File: config.mk
export PLATFORM = sky130hd
export DESIGN_NAME = decodificador7seg
export DESIGN_NICKNAME = d
export VERILOG_FILES = /design/src/rtl/decodificador7seg_pkg.sv /design/src/rtl/decodificador7seg_sevenSeg2bcd.sv /design/src/rtl/decodificador7seg.sv
export SDC_FILE = /design/constraint.sdc
export NUM_CORES = 1
export LEC_CHECK = 0
export CAP_MARGIN = 10
export CORE_ASPECT_RATIO = 0.7
export CORE_MARGIN = 2
export CORE_UTILIZATION = 50
export CTS_BUF_LIST = sky130_fd_sc_hd__clkbuf_8
export CTS_CLUSTER_DIAMETER = 200
export DETAILED_ROUTE_END_ITERATION = 10
export PLACE_DENSITY = 0.7
export SLEW_MARGIN = 20
export SYNTH_ARGS = -nofsm -noshare
export SYNTH_HDL_FRONTEND = slang
export SYNTH_SLANG_ARGS = --single-unit
File: constraint.sdc
create_clock -name clock -period 10.8 [get_ports clock]
set_input_delay 2.16 -clock clock [delete_from_list [all_inputs] [get_ports clock]]
set_output_delay 2.16 -clock clock [all_outputs]
set_load 0.03 [all_outputs]
File: src/rtl/decodificador7seg_pkg.sv
// Shared constants for the 7-segment display bus receiver: segment codes,
// digit-enable patterns and the frame-capture FSM encoding.
package decodificador7seg_pkg;

    // Active-low segment patterns {dp,g,f,e,d,c,b,a}
    localparam logic [7:0] SEG_0     = 8'hC0;
    localparam logic [7:0] SEG_1     = 8'hF9;
    localparam logic [7:0] SEG_2     = 8'hA4;
    localparam logic [7:0] SEG_3     = 8'hB0;
    localparam logic [7:0] SEG_4     = 8'h99;
    localparam logic [7:0] SEG_5     = 8'h92;
    localparam logic [7:0] SEG_6     = 8'h82;
    localparam logic [7:0] SEG_7     = 8'hF8;
    localparam logic [7:0] SEG_8     = 8'h80;
    localparam logic [7:0] SEG_9     = 8'h90;
    localparam logic [7:0] SEG_BLANK = 8'hFF;

    // Active-low one-hot digit enables
    localparam logic [3:0] EN_D0   = 4'b1110;
    localparam logic [3:0] EN_D1   = 4'b1101;
    localparam logic [3:0] EN_D2   = 4'b1011;
    localparam logic [3:0] EN_D3   = 4'b0111;
    localparam logic [3:0] EN_IDLE = 4'b1111;

    localparam int NUM_DIG = 3;  // ones, tens, hundreds carry data; D3 must be blank

    typedef enum logic [1:0] {
        ESPERA_D0 = 2'd0,
        ESPERA_D1 = 2'd1,
        ESPERA_D2 = 2'd2,
        ESPERA_D3 = 2'd3
    } estado_t;

    // Enable pattern the FSM expects to see while waiting in a given state
    function automatic logic [3:0] en_esperado(estado_t s);
        case (s)
            ESPERA_D0: en_esperado = EN_D0;
            ESPERA_D1: en_esperado = EN_D1;
            ESPERA_D2: en_esperado = EN_D2;
            default:   en_esperado = EN_D3;
        endcase
    endfunction

    // Exactly one bit low
    function automatic logic one_hot_low(logic [3:0] en);
        one_hot_low = (en == EN_D0) || (en == EN_D1) ||
                      (en == EN_D2) || (en == EN_D3);
    endfunction

endpackage

File: src/rtl/decodificador7seg_sevenSeg2bcd.sv
// Combinational reverse decoder: active-low segment byte -> BCD digit.
// Anything that is not one of the ten digit glyphs (blank included) is flagged
// as not legal, so callers only need one bit to reject a digit slot.
module sevenSeg2bcd
    import decodificador7seg_pkg::*;
(
    input  logic [7:0] seg,
    output logic       legal,
    output logic [3:0] bcd
);

    // Exact pattern match; a lit dp or any letter falls to the default
    always_comb begin
        legal = 1'b1;
        bcd   = 4'd0;
        case (seg)
            SEG_0:   bcd = 4'd0;
            SEG_1:   bcd = 4'd1;
            SEG_2:   bcd = 4'd2;
            SEG_3:   bcd = 4'd3;
            SEG_4:   bcd = 4'd4;
            SEG_5:   bcd = 4'd5;
            SEG_6:   bcd = 4'd6;
            SEG_7:   bcd = 4'd7;
            SEG_8:   bcd = 4'd8;
            SEG_9:   bcd = 4'd9;
            default: legal = 1'b0;
        endcase
    end

endmodule

File: src/rtl/decodificador7seg.sv
// Display bus receiver: samples the multiplexed 7-segment bus, reassembles
// ones/tens/hundreds of one scan frame, decodes back to BCD/binary and
// publishes a value only after ESTAVEIS identical good frames.
module decodificador7seg
    import decodificador7seg_pkg::*;
#(
    parameter int ESTAVEIS = 2,   // 1..15
    parameter int TIMEOUT  = 64   // >= 8
) (
    input  logic        clock,
    input  logic        zera_as_n,
    input  logic [11:0] display,
    output logic [7:0]  numero,
    output logic [3:0]  ones,
    output logic [3:0]  tens,
    output logic [3:0]  hundreds,
    output logic        valido,
    output logic        pronto,
    output logic        erro,
    output logic [1:0]  db_estado
);

    localparam int          TW      = $clog2(TIMEOUT + 1);
    localparam logic [3:0]  CNT_MAX = 4'(ESTAVEIS);
    localparam logic [TW-1:0] TMO_LAST = TW'(TIMEOUT - 1);

    logic [3:0] en;
    logic [7:0] seg;
    assign en  = display[11:8];
    assign seg = display[7:0];

    // FSM and classification
    estado_t estado, estado_n;
    logic [NUM_DIG-1:0] cap_we;
    logic               eval;      // D3 accepted in ESPERA_D3: judge the frame
    logic               seq_err;   // enable out of order or malformed
    logic               tmo_inc, tmo_clr, tmo_hit;
    logic [TW-1:0]      tmo_cnt;

    // Captured segment bytes: [0]=ones, [1]=tens, [2]=hundreds
    logic [NUM_DIG-1:0][7:0] seg_cap;
    logic [NUM_DIG-1:0][3:0] dig;
    logic [NUM_DIG-1:0]      dig_ok;

    // Frame evaluation
    logic [9:0] valor;
    logic       frame_ok, good, bad_frame, err_any;
    logic [3:0] cnt, cnt_inc, cnt_good;
    logic [7:0] cand;
    logic       publish;

    assign tmo_hit = tmo_inc && (tmo_cnt == TMO_LAST);

    // State register
    always_ff @(posedge clock or negedge zera_as_n) begin
        if (!zera_as_n) estado <= ESPERA_D0;
        else            estado <= estado_n;
    end

    // Next state: classify the enable nibble against the expected position
    always_comb begin
        estado_n = estado;
        cap_we   = '0;
        eval     = 1'b0;
        seq_err  = 1'b0;
        tmo_inc  = 1'b0;
        tmo_clr  = 1'b0;
        if (en == EN_IDLE) begin
            tmo_inc = 1'b1;
            if (tmo_hit) estado_n = ESPERA_D0;
        end else if (one_hot_low(en)) begin
            tmo_clr = 1'b1;
            if (en == en_esperado(estado)) begin
                case (estado)
                    ESPERA_D0: begin cap_we[0] = 1'b1; estado_n = ESPERA_D1; end
                    ESPERA_D1: begin cap_we[1] = 1'b1; estado_n = ESPERA_D2; end
                    ESPERA_D2: begin cap_we[2] = 1'b1; estado_n = ESPERA_D3; end
                    default:   begin eval      = 1'b1; estado_n = ESPERA_D0; end
                endcase
            end else begin
                // Out-of-order digit: a fresh D0 restarts the frame right away
                seq_err = 1'b1;
                if (en == EN_D0) begin
                    cap_we[0] = 1'b1;
                    estado_n  = ESPERA_D1;
                end else begin
                    estado_n  = ESPERA_D0;
                end
            end
        end else begin
            seq_err  = 1'b1;
            estado_n = ESPERA_D0;
        end
    end

    // Segment capture for the three data positions
    always_ff @(posedge clock or negedge zera_as_n) begin
        if (!zera_as_n) begin
            seg_cap <= '0;
        end else begin
            for (int i = 0; i < NUM_DIG; i++)
                if (cap_we[i]) seg_cap[i] <= seg;
        end
    end

    // One reverse decoder per captured digit
    genvar g;
    generate
        for (g = 0; g < NUM_DIG; g++) begin : g_dec
            sevenSeg2bcd u_dec (
                .seg   (seg_cap[g]),
                .legal (dig_ok[g]),
                .bcd   (dig[g])
            );
        end
    endgenerate

    // Frame judgement; the D3 byte is checked straight off the bus
    always_comb begin
        valor     = 10'(dig[2]) * 10'd100 + 10'(dig[1]) * 10'd10 + 10'(dig[0]);
        frame_ok  = (&dig_ok) && (seg == SEG_BLANK) && (valor <= 10'd255);
        good      = eval && frame_ok;
        bad_frame = eval && !frame_ok;
        err_any   = seq_err || bad_frame;
    end

    // Stability counter arithmetic and publish decision
    always_comb begin
        cnt_inc  = (cnt >= CNT_MAX) ? CNT_MAX : cnt + 4'd1;
        cnt_good = (valor[7:0] == cand) ? cnt_inc : 4'd1;
        publish  = good && (cnt_good == CNT_MAX) &&
                   ((valor[7:0] != numero) || !valido);
    end

    // Idle timeout counter: only runs while the bus is fully idle
    always_ff @(posedge clock or negedge zera_as_n) begin
        if (!zera_as_n)              tmo_cnt <= '0;
        else if (tmo_clr || tmo_hit) tmo_cnt <= '0;
        else if (tmo_inc)            tmo_cnt <= tmo_cnt + 1'b1;
    end

    // Candidate tracking and validity; published data survives errors/timeouts
    always_ff @(posedge clock or negedge zera_as_n) begin
        if (!zera_as_n) begin
            cnt    <= '0;
            cand   <= '0;
            valido <= 1'b0;
        end else if (err_any || tmo_hit) begin
            cnt    <= '0;
            valido <= 1'b0;
        end else if (good) begin
            cand <= valor[7:0];
            cnt  <= cnt_good;
            if (publish) valido <= 1'b1;
        end
    end

    // Published value registers
    always_ff @(posedge clock or negedge zera_as_n) begin
        if (!zera_as_n) begin
            numero   <= '0;
            ones     <= '0;
            tens     <= '0;
            hundreds <= '0;
        end else if (publish) begin
            numero   <= valor[7:0];
            ones     <= dig[0];
            tens     <= dig[1];
            hundreds <= dig[2];
        end
    end

    // Registered event pulses; publish and err_any are mutually exclusive
    always_ff @(posedge clock or negedge zera_as_n) begin
        if (!zera_as_n) begin
            pronto <= 1'b0;
            erro   <= 1'b0;
        end else begin
            pronto <= publish;
            erro   <= err_any;
        end
    end

    assign db_estado = estado;

endmodule

* Word-level counts from Yosys, hierarchy flattened *
Cells that the tools add are included.

operators by class
  multipliers = 2
  multiplexer cells = 42
  reductions and logical operators = 27
  $add $sub $neg = 4
  order comparisons = 2
  bitwise logic cells = 1
  equality and inequality tests = 44

operators with widths
  cell                                                                    number
  8-bit equality test, second input constant                              31
  4-bit one-hot mux with 9 select lines                                   3
  10-bit OR reduction                                                     3
  4-bit two-way mux                                                       6
  1-bit two-way mux                                                       22
  4-bit equality test, second input constant                              4
  7-bit two-way mux                                                       2
  4-bit one-hot mux with 3 select lines                                   1
  10-bit by 4-bit adder with 10-bit output                                1
  10-bit by 8-bit adder with 10-bit output                                1
  10-bit by 8-bit <= comparator with 1-bit output, second input constant  1
  2-bit two-way mux                                                       5
  8-bit equality test                                                     1
  4-bit by 5-bit multiplier with 8-bit output, second input constant      1
  8-bit != test                                                           1
  7-bit by 1-bit adder with 7-bit output, second input constant           1
  7-bit by 6-bit equality test with 1-bit output, second input constant   1
  1-bit logical AND                                                       7
  1-bit logical OR                                                        7
  4-bit by 3-bit multiplier with 7-bit output, second input constant      1
  3-bit two-way mux                                                       2
  2-bit one-hot mux with 3 select lines                                   1
  2-bit nonzero test                                                      3
  4-bit by 1-bit adder with 4-bit output, second input constant           1
  13 further kinds                                                        15

word-level totals
  flip-flop bits (word level) = 68
  input port bits = 14
  logic and storage cells = 136
  output and inout bits = 25

* Longest topological paths before layout *
Gate-level depths: netlist (run 1).

  word-level depth = 16
  gate-level depth with buffers = 21
  mapped depth without buffers = 18

* Cells and area by module *
Synthesis (run 1) repeated with hierarchy kept, for this count alone.

second synthesis, totals
  cells, all modules = 408
  area total of the unflattened synthesis = 4,500.6 um2

modules (own cells, without submodules)
  module             seq. area each (um2)  cells an instance  times used  area an instance (um2)
  decodificador7seg  1,676.6               333                1           3,997.6
  sevenSeg2bcd       0.0                   25                 3           167.7

* Worst setup path after synthesis (run 1) *
OpenSTA, ideal clock, no wires.

  kind = register to register
  from = reg seg_cap[21] (netlist bit)
  to = reg hundreds[0]
  setup time = 125 ps
  clock period less this slack = 5,062 ps
  data required time = 10,675 ps
  setup slack = 5,738 ps
  arrival = 4,936 ps
  path buffers = 2
  cell stages (with the launch flop) = 19
  cells stage by stage = dfrtp_1 buf_4 or3_1 o32a_1 o31ai_1 ha_1 ha_1 inv_1 fa_1 inv_1 ha_1 ha_1 xnor2_1 mux2i_1 o211ai_1 a2111oi_2 nand4_2 buf_6 mux2_4

RTL lines
  item                               RTL line                  source
  from (decl)                        decodificador7seg.sv:41   logic [NUM_DIG-1:0][7:0] seg_cap;
  from (signal, indexed assignment)  decodificador7seg.sv:102  if (cap_we[i]) seg_cap[i] <= seg;
  to (signal assigned)               decodificador7seg.sv:169  hundreds <= dig[2];
  to (decl)                          decodificador7seg.sv:16   output logic [3:0] hundreds,

==> summary.txt, run 1 <==
Clk buf depth - 2
Pwr/cell area - 123 nW/um^2
Crit path from - seg_cap[17]
Fin Clk Skew - 0.00680 ns
DRT Wirelength - 9320 um
Worst Max-Slew Pin Slew - 0.952 ns
Resize count post-CTS - 0
Post-DP HPWL - 6950 um
Die W - 119 um
CTS tree - yes
Gr ovfl total - 0
Fmax - 154 MHz
Fin. Hold Viols - 0
Rows - 29
Max Cap Violations - 0
Hold path startpoint - tmo_cnt[5]
Largest net degree at the start of global routing - 68
Tot GR Track Use - 20.2%
Lkg Pwr - 2.55 nW
Relative slew slack - 36.4%
Antenna Nets Post-Route - 0
Critical path peak fanout - 20
Die Height - 84.4 um
Commonest non-fill, non-tap cell in the layout - dfrtp_1
Global-route wire length before repair - 16000 um
YS warnings - 0
Core box area - 9030 sq um
Library cells used by synthesis - 72
Register area share after synthesis - 36.3%
1st-iter DRT viols - 217
Ports - 39
Via Count - 3362
Async set-reset flop share out of synthesis - 100%
Mapped Area - 4620 sq um
Final Core Density - 59.2%
Fraction of final layout cells sized beyond drive strength 1 - 18.4%
Routed vias/inst - 5.58
Root Buffer - clkbuf_8
Top FF cell, synth - dfrtp_1
Commonest non-fill, non-tap cells in the layout - 67 x dfrtp_1, 37 x clkdlybuf4s50_1, 33 x inv_1, 32 x ha_1, 31 x mux2_2
Die area - 10000 sq um
Post-Synthesis Cells - 435
Worst Setup Start Kind - flip-flop
Data arrival, critical path - 6.75 ns
Vias in the first global route - 3243
RSZ-0062 raised after global routing - no
Final worst path period need - 6.50 ns
Syn_nets - 486
Critical Path RT - 11.05 ns
Synth Area per Inst - 10.6 sq um
Setup TNS Final - 0 ns
# diodes - 0
Post-synth EDFFs - 0
Final period utilization - 60.2%
1st-pass router iterations - 4
Clock sink count - 67
Nets@finish - 525
Post-CTS Setup Bufs - 0
Starting Density - 51.1%
Final setup violation count - 0
CTS Hold Bufs - 0
Worst setup path category - reg -> reg
CTS buffer count - 9
Synth Register Bits - 67
Peak supply drop - 0.0996 mV
Pins over their slew limit - 0
Syn-to-layout area delta - 15.9%
Initial antenna violation count - 0
Final Wtd Congestion - 0.940
Post-route DRC - 0
Clk slew on worst S/H paths - 0.08 ns
Power Total - 660 uW
Clk_lat worst skew - 0.37 ns
HP Class - reg -> reg
PortBufs - 38
Htree depth - 3
Status - complete, no violations
CP Capture Type - flip-flop
Avg WL per Cell - 15.5 um
Reg2Reg Launch Point - seg_cap[17]
cells in the mapped netlist, types with 3 or more instances:
cell	number	area (sq um)
a21oi_1	17	85.1
a221oi_1	3	26.3
and2_1	3	18.8
and3_1	5	31.3
buf_4	4	30.0
clkbuf_1	4	15.0
dfrtp_1	67	1680
fa_1	5	100
ha_1	32	400
inv_1	33	124
mux2_2	31	349
mux2_4	18	270
nand2_1	30	113
nand2b_1	4	25.0
nand3_1	7	35.0
nand4_1	9	56.3
nand4b_1	3	26.3
nor2_1	17	63.8
nor2b_1	4	25.0
nor3_1	11	55.1
nor4_1	5	31.3
o21a_1	4	30.0
o21ai_0	20	100
or3_1	6	37.5
xnor2_1	17	149
xor2_1	15	131
cells by family after synthesis:
group	Yosys count	share of synthesized area [%]
xor+xnor	34	7.04
compound gates	75	11.8
mux	51	13.8
buf+inv	45	4.55
fa+ha+maj	37	10.8
simple gates	126	15.6
flops	67	36.3
through the flow:
step | area, sq um | instances | worst slack, ns | hold slack [ns]
after floorplan | 4620 | 435 | 5.74 | 0.450
after global placement | 5080 | 587 | 4.61 | 0.479
after detailed placement | 5080 | 587 | 4.30 | 0.473
after CTS | 5350 | 603 | 4.30 | 0.495
after global routing | 5350 | 603 | 3.89 | 0.521
final | 5350 | 603 | 4.30 | 0.497
registers in the layout, indices dropped and copies added, names as in the netlist:
| register | flops |
|---|---|
| valido | 1 |
| hundreds | 4 |
| numero | 8 |
| seg_cap | 24 |
| tens | 4 |
| cnt | 4 |
| pronto | 1 |
| erro | 1 |
| db_estado | 2 |
| tmo_cnt | 7 |
| ones | 3 |
| cand | 8 |
final timing paths:
| kind | slack, ns | to | cells after the start |
|---|---|---|---|
| setup / recovery | 4.30 | ones[1] | 17 |
| hold / removal | 0.50 | tmo_cnt[5] | 1 |
| setup reg to reg | 4.30 | ones[1] | 17 |
| hold reg to reg | 0.50 | tmo_cnt[5] | 1 |
| max in group asynchronous | 8.27 | cnt[1] | 2 |
| min in group asynchronous | 1.99 | hundreds[2] | 2 |
layer usage:
metal  GRT usage, %  share of wire (%)
met3           6.79                4.4
met5              0                  0
met2           28.6                 42
met4           5.30                1.1
met1           29.7                 52
worst max-delay path: stages (launching register included):
cell and delay, ns:
dfrtp_1 0.48, inv_1 0.08, or3_1 0.31, o32a_1 0.30
o31ai_1 0.58, ha_1 0.35, ha_1 0.21, inv_1 0.07
fa_1 0.41, inv_1 0.08, ha_1 0.23, ha_1 0.38
xnor2_1 0.37, mux2i_1 0.31, o211ai_1 0.15, a2111oi_2 0.62
nand4_2 0.85, mux2_4 0.58
area by class of cell:
type	instances	area, sq um
Clock inverter	6	136
Sequential cell	67	1680
Timing Repair Buffer	40	390
Clock buffer	10	138
Fill cell	769	3680
Multi-Input combinational cell	323	2730
Inverter	33	124
Tap cell	124	155
power breakdown:
part           leakage (nW)  switching, mW  total [mW]  internal [mW]
registers             0.902         0.0211       0.284          0.263
clock network         0.133          0.103       0.286          0.183
logic                  1.51         0.0488      0.0901         0.0413
Power figures use the tool's default switching activity.
==> run 2: changes to the inputs <==
Clock period 10.8 ns to 6.6 ns, I/O delays scaled along.
==> summary.txt, run 2 (synthesis results as in run 1) <==
CP dominant cell by count - ha_1
WHS Path Cells - 1 (unchanged)
Clock power frac - 38.2% (-5.1 points)
Tot GR Track Use - 20.3% (about the same)
Hold path startpoint - tmo_cnt[5]
Final period utilization - 91.3% (+31 points)
Via Count - 3372 (+0.30%)
Int Pwr - 710 uW (+46%)
Clk slew on worst S/H paths - 0.08 ns (about the same)
Resize count post-CTS - 0 (unchanged)
Clk_lat worst skew - 0.35 ns (-0.02 ns)
Avg WL per Cell - 15.6 um (+0.92%)
Final Wtd Congestion - 0.902 (-4.0%)
Clk buf depth - 2 (unchanged)
Final instance area - 5300 sq um (-0.91%)
Largest net degree at the start of global routing - 68 (unchanged)
Worst hold path endpoint - tmo_cnt[5]
PortBufs - 38 (unchanged)
HP Class - reg -> reg
CTS tree - yes
Pre-CTS setup slack - 0.624 ns (-3.68 ns)
Crit-path slowest cell - a2111oi_2
Fin. Hold Viols - 0 (unchanged)
Initial antenna violation count - 0 (unchanged)
Peak supply drop - 0.161 mV (+62%)
Top Registers - seg_cap: 24 flops, cand: 8 flops, numero: 8 flops
Global-route wire length before repair - 16300 um (+2.1%)
Status - complete, no violations
Fin cells - 604 (+0.17%)
CP Capture Type - flip-flop
Placed cells - 588 (+0.17%)
Data arrival, critical path - 6.27 ns (-0.48 ns)
Met1 Usage GRT - 30.2% (+0.48 points)
Combinational Power Share - 14.9% (+1.3 points)
R2R setup slack - 0.57 ns (-3.72 ns)
Relative slew slack - 41.3% (+4.9 points)
Final worst path period need - 6.03 ns (-0.478 ns)
Max Cap Violations - 0 (unchanged)
Worst-path cell chain - or3_1 > o32a_1 > o31ai_1 > ha_1 > ha_1 > inv_1 > fa_1 > inv_1 > ha_1 > ha_1 > xnor2_1 > mux2i_1 > o211ai_1 > a2111oi_2 > nand4_2 > buf_4 > mux2_4
Rows - 29 (unchanged)
Worst setup path category - reg -> reg
Reg2Reg Launch Point - seg_cap[21]
Max reg flops - 24 (unchanged)
Reg-to-Reg End - tens[0]
Pins over their slew limit - 0 (unchanged)
Sequential share of power - 47.0% (+3.9 points)
Antenna Nets Post-Route - 0 (unchanged)
Gr busiest metal - met1
Die Height - 84.4 um (unchanged)
Power Total - 990 uW (+50%)
CP peak stage delay - 0.61 ns (-0.24 ns)
Area after DPL - 5080 sq um (+0.15%)
Worst Max-Slew Pin Slew - 0.881 ns (-0.0714 ns)
Final setup violation count - 0 (unchanged)
1st-pass router iterations - 4 (unchanged)
Die W - 119 um (unchanged)
Starting Density - 51.1% (unchanged)
Core box area - 9030 sq um (unchanged)
M2 GR Usage - 29.2% (+0.57 points)
Pwr/cell area - 187 nW/um^2 (+51%)
Clock sink count - 67 (unchanged)
Commonest non-fill, non-tap cells in the layout - 67 x dfrtp_1, 37 x clkdlybuf4s50_1, 34 x inv_1, 32 x ha_1, 31 x mux2_2
Biggest register - seg_cap
CTS Hold Bufs - 0 (unchanged)
Post-CTS Setup Bufs - 0 (unchanged)
# diodes - 0 (unchanged)
PnR worst setup slack - 0.574 ns (-3.72 ns)
Critical path peak fanout - 14 (-30%)
Ports - 39 (unchanged)
Gr ovfl total - 0 (unchanged)
Switching power - 280 uW (+62%)
Reg2Reg Depth - 17 (unchanged)
Syn-to-layout area delta - 14.8%
Fmax - 166 MHz (+7.9%)
Post-route DRC - 0 (unchanged)
Commonest non-fill, non-tap cell in the layout - dfrtp_1
CTS buffer count - 9 (unchanged)
Lkg Pwr - 2.53 nW (-0.71%)
Vias in the first global route - 3331 (+2.7%)
Post-DP HPWL - 7090 um (+2.0%)
Nets@finish - 526 (+0.19%)
1st-iter DRT viols - 224 (+3.2%)
Critical Path RT - 6.84 ns (-4.21 ns)
RSZ-0062 raised after global routing - no
Switch share - 28.3% (+2.2 points)
Root Buffer - clkbuf_8
Routed vias/inst - 5.58 (+0.13%)
Met3 Use GR - 4.89% (-1.9 points)
Fin Clk Skew - 0.00479 ns (-0.00201 ns)
Die area - 10000 sq um (unchanged)
Htree depth - 3 (unchanged)
Worst Setup Start Kind - flip-flop
Setup TNS Final - 0 ns (unchanged)
DRT Wirelength - 9420 um (+1.1%)
Fraction of final layout cells sized beyond drive strength 1 - 18.3% (-0.038 points)
run 2: cell count changes in the layout (fill, tap and decap cells not counted), sizes merged:
cell / delta
inv: +1
clkinv: +2
clkbuf: -1
buf: +1
bufinv: -2
run 2: final cells by class:
type	instances	area (sq um)
Clock inverter	7	93.8
Inverter	33	124
Multi-Input combinational cell	323	2730
Timing Repair Buffer	41	398
Sequential cell	67	1680
Clock buffer	9	124
Fill cell	767	3730
Tap cell	124	155
run 2: power groups by stage:
stage / clock network [mW] / registers [mW] / logic, mW
global placement: 0 / 0.471 / 0.144
floorplan: 0 / 0.462 / 0.109
CTS: 0.388 / 0.464 / 0.149
detailed placement: 0 / 0.472 / 0.149
global route: 0.408 / 0.470 / 0.165
finish: 0.378 / 0.465 / 0.147
run 2: critical path, delay by kind of cell (launching register included):
family          cells  cell delay, ns
compound gates      4            1.62
flops               1            0.49
mux                 2            0.61
buf+inv             3            0.47
xor+xnor            1            0.38
fa+ha+maj           5            1.57
simple gates        2            0.76
run 2: layer usage:
| layer | share of wire [%] | vias up | wire length (um) |
|---|---|---|---|
| met5 | 0 | - | 0 |
| met4 | 1.3 | 0 | 122 |
| met3 | 4.5 | 13 | 420 |
| met2 | 42 | 69 | 3990 |
| met1 | 52 | 1636 | 4890 |
| li1 | - | 1654 | - |
run 2: worst max path at each step:
stage	from	end	slack [ns]	cells past startpoint
final	seg_cap[21]	tens[0]	0.57	17
after global routing	seg_cap[21]	tens[1]	0.14	17
after CTS	seg_cap[21]	tens[1]	0.58	17
after detailed placement	seg_cap[21]	tens[1]	0.62	17
after global placement	seg_cap[12]	tens[2]	0.84	18
after floorplan	seg_cap[21]	hundreds[0]	1.54	18
run 2: stage by stage:
stage | utilization, % | hold WS [ns]
2_1_floorplan | - | 0.450
3_3_place_gp | 56.3 | 0.481
3_5_place_dp | 56.3 | 0.481
4_1_cts | 58.7 | 0.492
5_1_grt | 58.7 | 0.517
6_report | 58.7 | 0.492
